`src/rtl/aes_pkg.sv`:
```
// Shared AES datapath constants and types for the output-side blocks.
package aes_pkg;

  localparam int AES_BLOCK_W         = 128;
  localparam int AES_BYTE_W          = 8;
  localparam int AES_BYTES_PER_BLOCK = 16;
  localparam int AES_BCNT_W          = $clog2(AES_BYTES_PER_BLOCK);

  // Byte counter value at which the incoming byte completes a block.
  localparam logic [AES_BCNT_W-1:0] AES_LAST_BYTE = AES_BCNT_W'(AES_BYTES_PER_BLOCK - 1);

  typedef logic [AES_BLOCK_W-1:0] aes_block_t;
  typedef logic [AES_BYTE_W-1:0]  aes_byte_t;

endpackage

```
`src/rtl/aes_block_fifo.sv`:
```
// Small block FIFO with a registered head word. A push is accepted when
// not full, or when full and a pop happens in the same cycle.
module aes_block_fifo #(
  parameter int W     = 128,
  parameter int DEPTH = 2,
  localparam int AW   = $clog2(DEPTH),
  localparam int LW   = AW + 1
) (
  input  logic          clk,
  input  logic          rst_,
  input  logic          push_i,
  input  logic [W-1:0]  push_data_i,
  input  logic          pop_i,
  output logic [W-1:0]  head_o,
  output logic          full_o,
  output logic          empty_o,
  output logic [LW-1:0] level_o
);

  logic [W-1:0]  mem_q [DEPTH];
  logic [AW-1:0] wptr_q, wptr_d;
  logic [AW-1:0] rptr_q, rptr_d;
  logic [LW-1:0] level_q, level_d;
  logic [W-1:0]  head_q, head_d;
  logic          pop, push_ok;

  assign empty_o = (level_q == '0);
  assign full_o  = (level_q == LW'(DEPTH));
  assign pop     = pop_i && !empty_o;
  assign push_ok = push_i && (!full_o || pop);

  // Next-state for pointers, occupancy and the registered head word.
  always_comb begin
    wptr_d  = wptr_q;
    rptr_d  = rptr_q;
    level_d = level_q;
    head_d  = head_q;
    if (push_ok) wptr_d = wptr_q + AW'(1);
    if (pop)     rptr_d = rptr_q + AW'(1);
    case ({push_ok, pop})
      2'b10:   level_d = level_q + LW'(1);
      2'b01:   level_d = level_q - LW'(1);
      default: level_d = level_q;
    endcase
    // Head tracks the entry at the next read pointer; when that slot is being
    // written this cycle the incoming word is forwarded. When the FIFO drains
    // the head keeps the last word that was read.
    if (level_d != '0) begin
      if (push_ok && (wptr_q == rptr_d)) head_d = push_data_i;
      else                               head_d = mem_q[rptr_d];
    end
  end

  // Control state, async reset.
  always_ff @(posedge clk or posedge rst_) begin
    if (rst_) begin
      wptr_q  <= '0;
      rptr_q  <= '0;
      level_q <= '0;
      head_q  <= '0;
    end else begin
      wptr_q  <= wptr_d;
      rptr_q  <= rptr_d;
      level_q <= level_d;
      head_q  <= head_d;
    end
  end

  // Storage array; contents are don't-care until written.
  always_ff @(posedge clk) begin
    if (push_ok) mem_q[wptr_q] <= push_data_i;
  end

  assign head_o  = head_q;
  assign level_o = level_q;

endmodule

```
`src/rtl/aes_cipher_collector.sv`:
```
// Reassembles the engine's byte-serial ciphertext into 128-bit blocks and
// queues them for the host behind a valid/ready handshake.
module aes_cipher_collector
  import aes_pkg::*;
#(
  parameter int DEPTH = 2,
  parameter int CNT_W = 16
) (
  input  logic                   clk,
  input  logic                   rst_,
  input  logic [AES_BYTE_W-1:0]  din,
  input  logic                   din_ok,
  input  logic                   clr,
  output logic [AES_BLOCK_W-1:0] out_data,
  output logic                   out_valid,
  input  logic                   out_ready,
  output logic [$clog2(DEPTH):0] level,
  output logic                   overflow,
  output logic [CNT_W-1:0]       blk_count
);

  logic [AES_BLOCK_W-AES_BYTE_W-1:0] sr_q, sr_d;
  logic [AES_BCNT_W-1:0]             bcnt_q, bcnt_d;
  logic                              ovf_q, ovf_d;
  logic [CNT_W-1:0]                  cnt_q, cnt_d;

  logic       byte_acc, blk_done, pop, push_acc;
  logic       fifo_full, fifo_empty;
  aes_block_t blk_word;

  // clr wins over a same-cycle byte strobe; that byte is discarded.
  assign byte_acc = din_ok && !clr;
  assign blk_done = byte_acc && (bcnt_q == AES_LAST_BYTE);
  assign blk_word = {sr_q, din};
  assign pop      = out_valid && out_ready;
  assign push_acc = blk_done && (!fifo_full || pop);

  // Byte assembly, block counter and sticky overflow next-state.
  always_comb begin
    sr_d   = sr_q;
    bcnt_d = bcnt_q;
    ovf_d  = ovf_q;
    cnt_d  = cnt_q;
    if (clr) begin
      bcnt_d = '0;
      ovf_d  = 1'b0;
    end else if (byte_acc) begin
      if (blk_done) begin
        // A rejected block still resets bcnt so the next byte starts fresh.
        bcnt_d = '0;
        if (push_acc) cnt_d = cnt_q + CNT_W'(1);
        else          ovf_d = 1'b1;
      end else begin
        sr_d   = {sr_q[AES_BLOCK_W-2*AES_BYTE_W-1:0], din};
        bcnt_d = bcnt_q + AES_BCNT_W'(1);
      end
    end
  end

  // Assembler and status registers, async reset.
  always_ff @(posedge clk or posedge rst_) begin
    if (rst_) begin
      sr_q   <= '0;
      bcnt_q <= '0;
      ovf_q  <= 1'b0;
      cnt_q  <= '0;
    end else begin
      sr_q   <= sr_d;
      bcnt_q <= bcnt_d;
      ovf_q  <= ovf_d;
      cnt_q  <= cnt_d;
    end
  end

  aes_block_fifo #(
    .W     (AES_BLOCK_W),
    .DEPTH (DEPTH)
  ) u_fifo (
    .clk         (clk),
    .rst_        (rst_),
    .push_i      (blk_done),
    .push_data_i (blk_word),
    .pop_i       (pop),
    .head_o      (out_data),
    .full_o      (fifo_full),
    .empty_o     (fifo_empty),
    .level_o     (level)
  );

  assign out_valid = !fifo_empty;
  assign overflow  = ovf_q;
  assign blk_count = cnt_q;

endmodule

```
`config.mk`:
```
export PLATFORM = sky130hd
export DESIGN_NAME = aes_cipher_collector
export DESIGN_NICKNAME = d
export VERILOG_FILES = /design/src/rtl/aes_pkg.sv /design/src/rtl/aes_block_fifo.sv /design/src/rtl/aes_cipher_collector.sv
export SDC_FILE = /design/constraint.sdc
export NUM_CORES = 1
export LEC_CHECK = 0
export ABC_AREA = 1
export CAP_MARGIN = 5
export CORE_AREA = 2 2 213 215
export DETAILED_ROUTE_END_ITERATION = 10
export DIE_AREA = 0 0 215 217
export GPL_ROUTABILITY_DRIVEN = 0
export GPL_TIMING_DRIVEN = 0
export PLACE_DENSITY = 0.84
export SYNTH_ARGS = -nofsm -noshare
export SYNTH_HDL_FRONTEND = slang
export SYNTH_HIERARCHICAL = 1
export SYNTH_SLANG_ARGS = --single-unit
```
`constraint.sdc`:
```
create_clock -name clk -period 9.75 [get_ports clk]
set_input_delay 2.925 -clock clk [delete_from_list [all_inputs] [get_ports clk]]
set_output_delay 2.925 -clock clk [all_outputs]
set_load 0.02 [all_outputs]
```
==> results of run 1 <==
## cell families (layout without fill, tap and decap cells)
| logic type | Yosys count | count (layout) | synth area share, % |
|---|---|---|---|
| xor+xnor | 8 | 8 | 0.302 |
| flops | 529 | 529 | 62.5 |
| compound gates | 119 | 119 | 2.58 |
| buf+inv | 609 | 880 | 11.3 |
| fa+ha+maj | 2 | 2 | 0.108 |
| simple gates | 1288 | 1288 | 23.3 |
## cells in the mapped netlist
master	count	area [um^2]
nand4_1	2	12.5
edfxtp_1	256	7690
nand3b_1	2	15.0
nand3_1	417	2090
nand3_2	1	10.0
o21ai_0	54	270
nor3_1	3	15.0
buf_4	23	173
nor2_1	84	315
ha_1	2	25.0
buf_6	20	225
xor2_1	8	70.1
dfrtp_1	273	6830
o21ai_1	7	35.0
and2_1	1	6.26
nand2_1	770	2890
nor2_2	5	31.3
a21oi_1	57	285
clkbuf_1	19	71.3
buf_2	77	385
nand2_2	2	12.5
nor2_4	1	11.3
buf_1	1	3.75
inv_1	467	1750
inv_2	2	7.51
a22o_1	1	8.76
## per-stage QoR
| step | TNS, ns | utilization [%] |
|---|---|---|
| final | 0 | 62.1 |
| after detailed placement | 0 | 57.9 |
| after floorplan | 0 | - |
| after CTS | 0 | 62.1 |
| after global placement | -887.35 | 57.3 |
| after global routing | 0 | 62.1 |
## metal layers
| layer | global-route usage (%) | routed length (um) |
|---|---|---|
| met4 | 12.5 | 2500 |
| met1 | 32.0 | 23200 |
| met2 | 42.3 | 28300 |
| met5 | 0 | 0 |
| met3 | 4.28 | 4720 |
## placed cells by master, fill, tap and decap left out, types with 8 or more instances in the layout
cell             Yosys  layout
nand2_1            770     770
inv_1              467     465
nand3_1            417     417
dfrtp_1            273     273
edfxtp_1           256     256
clkdlybuf4s50_1      0     160
nor2_1              84      82
buf_2               77      77
a21oi_1             57      57
clkbuf_16            0      55
o21ai_0             54      54
clkbuf_1            19      27
buf_4               23      23
buf_6               20      20
clkinv_2             0      11
xor2_1               8       8
bufinv_16            0       8
## cell type report
cell class	count	area [um^2]	area share (%)
well taps	600	751	2.70
flip-flops and latches	529	14500	52.3
plain buffers	140	858	3.09
repair buffers	171	1860	6.70
clock buffers	70	1500	5.39
clock inverters	30	387	1.39
multi-input cells	1417	6120	22.0
inverters	469	1770	6.38
## sequential cells by signal (all words and copies together), names as in the netlist
signal          count
u_fifo/level_o      2
overflow            1
sr_q              120
u_fifo/head_o     128
u_fifo/wptr_q       1
u_fifo/rptr_q       1
bcnt_q              4
u_fifo/mem_q      256
blk_count          16
## report_power, final
part	leakage, uW	total, uW	switching (uW)	internal, uW
registers	0.00557	3120	339	2780
clock network	0.000915	2180	882	1300
logic	0.00719	3040	1900	1140
## how the worst min path moves through the flow
stage	slack, ns	start	cells past startpoint	to
after floorplan	0.46	sr_q[92]	0	u_fifo/mem_q[0][100]
after global placement	0.47	sr_q[11]	0	u_fifo/mem_q[0][19]
after detailed placement	0.49	sr_q[47]	0	u_fifo/mem_q[1][55]
after CTS	0.50	sr_q[47]	0	u_fifo/mem_q[1][55]
after global routing	0.51	sr_q[47]	0	u_fifo/mem_q[0][55]
final	0.50	sr_q[47]	0	u_fifo/mem_q[1][55]
==> flow_summary_export.csv, run 1 <==
group,metric,value,unit
run_status,status,"finished clean",
sta,postLayoutSetupSlackWorst,4.62,ns
finish,diodes,0,
drt,viasPerCell,5.30,
setup_path,cp_num_buf_inv,5,
clocking,cts_hold_buf,0,
sta,rsz0062_at_grt,"no",
die,core_area,44700,um^2
sta,slew_headroom,36.5,%
power,p_per_area,301,nW/um^2
global_routing,grt_max_degree,83,
drt,drt_first_pass_iters,8,
setup_path,crit_chain,"clkdlybuf4s50_1 > inv_1 > nor2_1 > inv_1 > nand2_1 > nand2_1 > nor2_4 > buf_16 > buf_12",
die,rows,78,
die,ios,161,
synth,syn_area_per_cell,9.10,um^2
clocking,clk_latency,0.61,ns
setup_path,worstPathArrival,5.42,ns
clocking,cts-htree-levels,2,
sta,finalSetupViolCount,0,
synth,synth_seq_cells,529,
finish,drive_above_1_share,8.42,%
drt,vias,18170,
synth,netlist_instances,2555,
clocking,ctsResizeCount,0,
clocking,clockBufferDepth,3,
drt,wl_per_cell,17.1,um
sta,worstMarginPinSlew,0.950,ns
setup_path,crit_type,"in -> reg",
global_routing,overflow,0,
clocking,cts_root_buffer,"clkbuf_16",
die,die_area,46700,um^2
clocking,cts_tree,"yes",
setup_path,worst-r2r-cell-count,10,
setup_path,rr_endpoint,"u_fifo/mem_q[1][65]",
clocking,clk_pin_slew,0.06,ns
setup_path,critical_path.startpoint,"out_ready",
synth,synth_warnings,6,
finish,fin_cells,3426,
synth,syn_area,23200,um^2
die,floorplan.initialDensity,52.0,%
setup_path,r2r_slack,6.67,ns
sta,max_freq,0.195,GHz
finish,nNetsFinal,2796,
placed_design,place_inst,3326,
run,drv_cap,0,
power,total_leakage_power,0.0137,uW
setup_path,cpPeakStageDelay,0.77,ns
global_routing,antenna_found_initial,0,
setup_path,cp_slowest_cell,"nor2_4",
setup_path,worstSetupEndpointType,"flip-flop",
sta,drv_slew,0,
placed_design,place.port_buffers,160,
global_routing,grt_usage,25.2,%
setup_path,cp.required,10.04,ns
synth,ys_seq_area_share,62.5,%
placed_design,placed_area,25900,um^2
sta,finalHoldViolCount,0,
sta,fin_skew,0.0160,ns
setup_path,crit_family,"simple AND/OR/NAND/NOR gates",
drt,first_iter_violations,2037,
hold_path,worstHoldPathType,"reg -> reg",
sta,whs,0.499,ns
placed_design,dp_hpwl,38400,um
sta,min_period_over_period,52.7,%
global_routing,first_global_vias,18134,
drt,drc,0,
clocking,numCtsBuffers,53,
drt,routed_wl,58700,um
global_routing,grt_pass1_wl,93500,um
finish,fillers,3521,
sta,fin_crit,5.13,ns
power,peakVddDrop,0.000217,V
die,die_x,215,um
clocking,clock_sinks,529,
setup_path,cp-start-kind,"input pin",
synth,synth.lib_cells_used.distinct,26,
finish,finalInstanceArea,27800,um^2
setup_path,r2r-start,"u_fifo/level_o[0]",
power,total_power,8350,uW
synth,synth_fp_nets,2570,
setup_path,crit_path_max_fanout,32,
placed_design,place_ws,4.04,ns
die,die_y,217,um
drt,ant_nets,0,
setup_path,worstSetupPathDepth,9,
finish,area.growth.synth_to_final,19.4,%
setup_path,crit_end,"u_fifo/mem_q[1][65]",
clocking,cts_setup_buffers,0,
Power figures use the tool's default switching activity.
==> inputs of run 2 (changes only) <==
--- a/config.mk
+++ b/config.mk
@@ -12,7 +12,7 @@
 export DIE_AREA = 0 0 215 217
 export GPL_ROUTABILITY_DRIVEN = 0
 export GPL_TIMING_DRIVEN = 0
-export PLACE_DENSITY = 0.84
+export PLACE_DENSITY = 0.87
 export SYNTH_ARGS = -nofsm -noshare
 export SYNTH_HDL_FRONTEND = slang
 export SYNTH_HIERARCHICAL = 1
==> constraint.sdc (replaced) <==
create_clock -name clk -period 4.4 [get_ports clk]
set_input_delay 1.32 -clock clk [delete_from_list [all_inputs] [get_ports clk]]
set_output_delay 1.32 -clock clk [all_outputs]
set_load 0.02 [all_outputs]
==> run 2 against run 1 <==
Effect of this change:
- wire length grew 1.6%
- utilization decreased by 0.13 points
- power rose by 120%
- clock-buffer cell count stayed put
- flip-flop and latch count is the same
- critical endpoint is now u_fifo/head_o[33]
==> flow_summary_export.csv, run 2 (synthesized netlist as in run 1, its figures left out) <==
group,metric,value,unit
die,floorplan.initialDensity,52.0,%
setup_path,cp_slowest_cell,"clkdlybuf4s50_1",
finish,drive_above_1_share,8.31,%
sta,whs,0.497,ns
finish,largest_reg_flops,256,
finish,seqCellArea,14500,um^2
sta,postLayoutSetupSlackWorst,0.966,ns
die,rows,78,
global_routing,grt_pass1_wl,94900,um
setup_path,cp-start-kind,"input pin",
setup_path,crit_chain,"clkdlybuf4s50_1 > inv_1 > nor2_1 > inv_1 > nand2_1 > nand2_1 > inv_1 > buf_2 > buf_2 > nand3_1 > nand3_1 > nand2_1",
drt,first_iter_violations,2053,
setup_path,worstSetupEndpointType,"flip-flop",
clocking,clock_sinks,529,
setup_path,worst-r2r-cell-count,13,
clocking,clk_latency,0.61,ns
sta,fin_skew,0.0239,ns
global_routing,grt_max_degree,43,
global_routing,overflow,0,
sta,fin_crit,3.43,ns
drt,vias,18252,
hold_path,whs_endpoint,"u_fifo/mem_q[1][56]",
finish,diodes,0,
power,p_per_area,663,nW/um^2
clocking,cts_tree,"yes",
clocking,ctsResizeCount,0,
finish,nNetsFinal,2798,
sta,worstMarginPinSlew,0.710,ns
clocking,cts_setup_buffers,0,
run,drv_cap,0,
setup_path,cp.required,4.86,ns
sta,max_freq,0.291,GHz
die,die_area,46700,um^2
sta,slew_headroom,52.6,%
clocking,clockBufferDepth,3,
hold_path,whs_path_depth,0,
setup_path,rr_endpoint,"u_fifo/head_o[33]",
finish,largest_register,"u_fifo/mem_q",
die,die_x,215,um
sta,finalHoldViolCount,0,
clocking,cts-htree-levels,2,
clocking,clk_pin_slew,0.06,ns
drt,ant_nets,0,
clocking,cts_hold_buf,0,
power,peakVddDrop,0.000594,V
clocking,numCtsBuffers,52,
die,core_area,44700,um^2
drt,drt_first_pass_iters,6,
run_status,status,"finished clean",
die,ios,161,
sta,drv_slew,0,
global_routing,first_global_vias,18202,
power,total_leakage_power,0.0137,uW
drt,routed_wl,59600,um
global_routing,grt_usage,25.6,%
finish,layout_common_cells,"nand2_1 (770), inv_1 (465), nand3_1 (417)",
finish,area.growth.synth_to_final,19.2,%
setup_path,r2r_slack,1.43,ns
global_routing,antenna_found_initial,2,
placed_design,place.port_buffers,160,
setup_path,cpPeakStageDelay,0.48,ns
sta,rsz0062_at_grt,"no",
placed_design,place_ws,0.387,ns
sta,min_period_over_period,78.1,%
drt,drc,0,
setup_path,r2r-start,"u_fifo/level_o[0]",
finish,final_common_cell,"nand2_1",
hold_path,worstHoldStart,"sr_q[48]",
setup_path,worstPathArrival,3.89,ns
hold_path,worstHoldPathType,"reg -> reg",
placed_design,dp_hpwl,39200,um
power,total_power,18300,uW
die,die_y,217,um
sta,finalSetupViolCount,0,
drt,wl_per_cell,17.4,um
finish,fillers,3400,
finish,multi_input_area,6120,um^2
setup_path,crit_type,"in -> reg",
clocking,cts_root_buffer,"clkbuf_16",
drt,viasPerCell,5.33,
setup_path,crit_path_max_fanout,10,
==> run 2: routing by layer <==
metal | track usage, % | share of wire (%) | routed length, um
met2 | 43.2 | 48 | 28900
met4 | 10.9 | 4.1 | 2420
met3 | 5.52 | 9.5 | 5680
met5 | 0 | 0.045 | 27
met1 | 32.3 | 38 | 22600
==> run 2: critical path: cells and delay by family <==
kind                   cells  cell delay [ns]
buffers and inverters      6             1.62
AND/OR/NAND/NOR            6             0.96
==> run 2: area by class of cell <==
class | count | share of cell area [%]
Multi-Input combinational cell | 1417 | 22.1
Inverter | 469 | 6.38
Clock buffer | 70 | 5.39
Sequential cell | 529 | 52.4
Timing Repair Buffer | 174 | 6.82
Tap cell | 600 | 2.71
Clock inverter | 28 | 1.09
Buffer | 140 | 3.10
==> run 2: stage by stage <==
| stage | utilization, % | TNS (ns) | area (um^2) | cells |
|---|---|---|---|---|
| final | 62.0 | 0 | 27700 | 3427 |
| after global routing | 62.0 | 0 | 27700 | 3427 |
| after CTS | 62.0 | 0 | 27700 | 3427 |
| after detailed placement | 57.9 | 0 | 25900 | 3329 |
| after global placement | 57.3 | -963.02 | 25600 | 3315 |
| after floorplan | - | -324.09 | 23300 | 2555 |
==> run 2: report_power, final <==
group | internal, uW | switching [uW]
logic | 2530 | 4240
registers | 6170 | 765
clock network | 2700 | 1940
==> run 2: worst max-delay path by stage <==
stage / startpoint / end / slack [ns] / cells past startpoint
4_1_cts: out_ready / u_fifo/head_o[33] / 0.99 / 11
5_1_grt: out_ready / u_fifo/head_o[33] / 0.81 / 11
3_3_place_gp: out_ready / u_fifo/mem_q[1][73] / -3.79 / 7
6_report: out_ready / u_fifo/head_o[33] / 0.97 / 12
2_1_floorplan: out_ready / u_fifo/mem_q[1][0] / -1.27 / 6
3_5_place_dp: out_ready / u_fifo/head_o[33] / 0.39 / 11
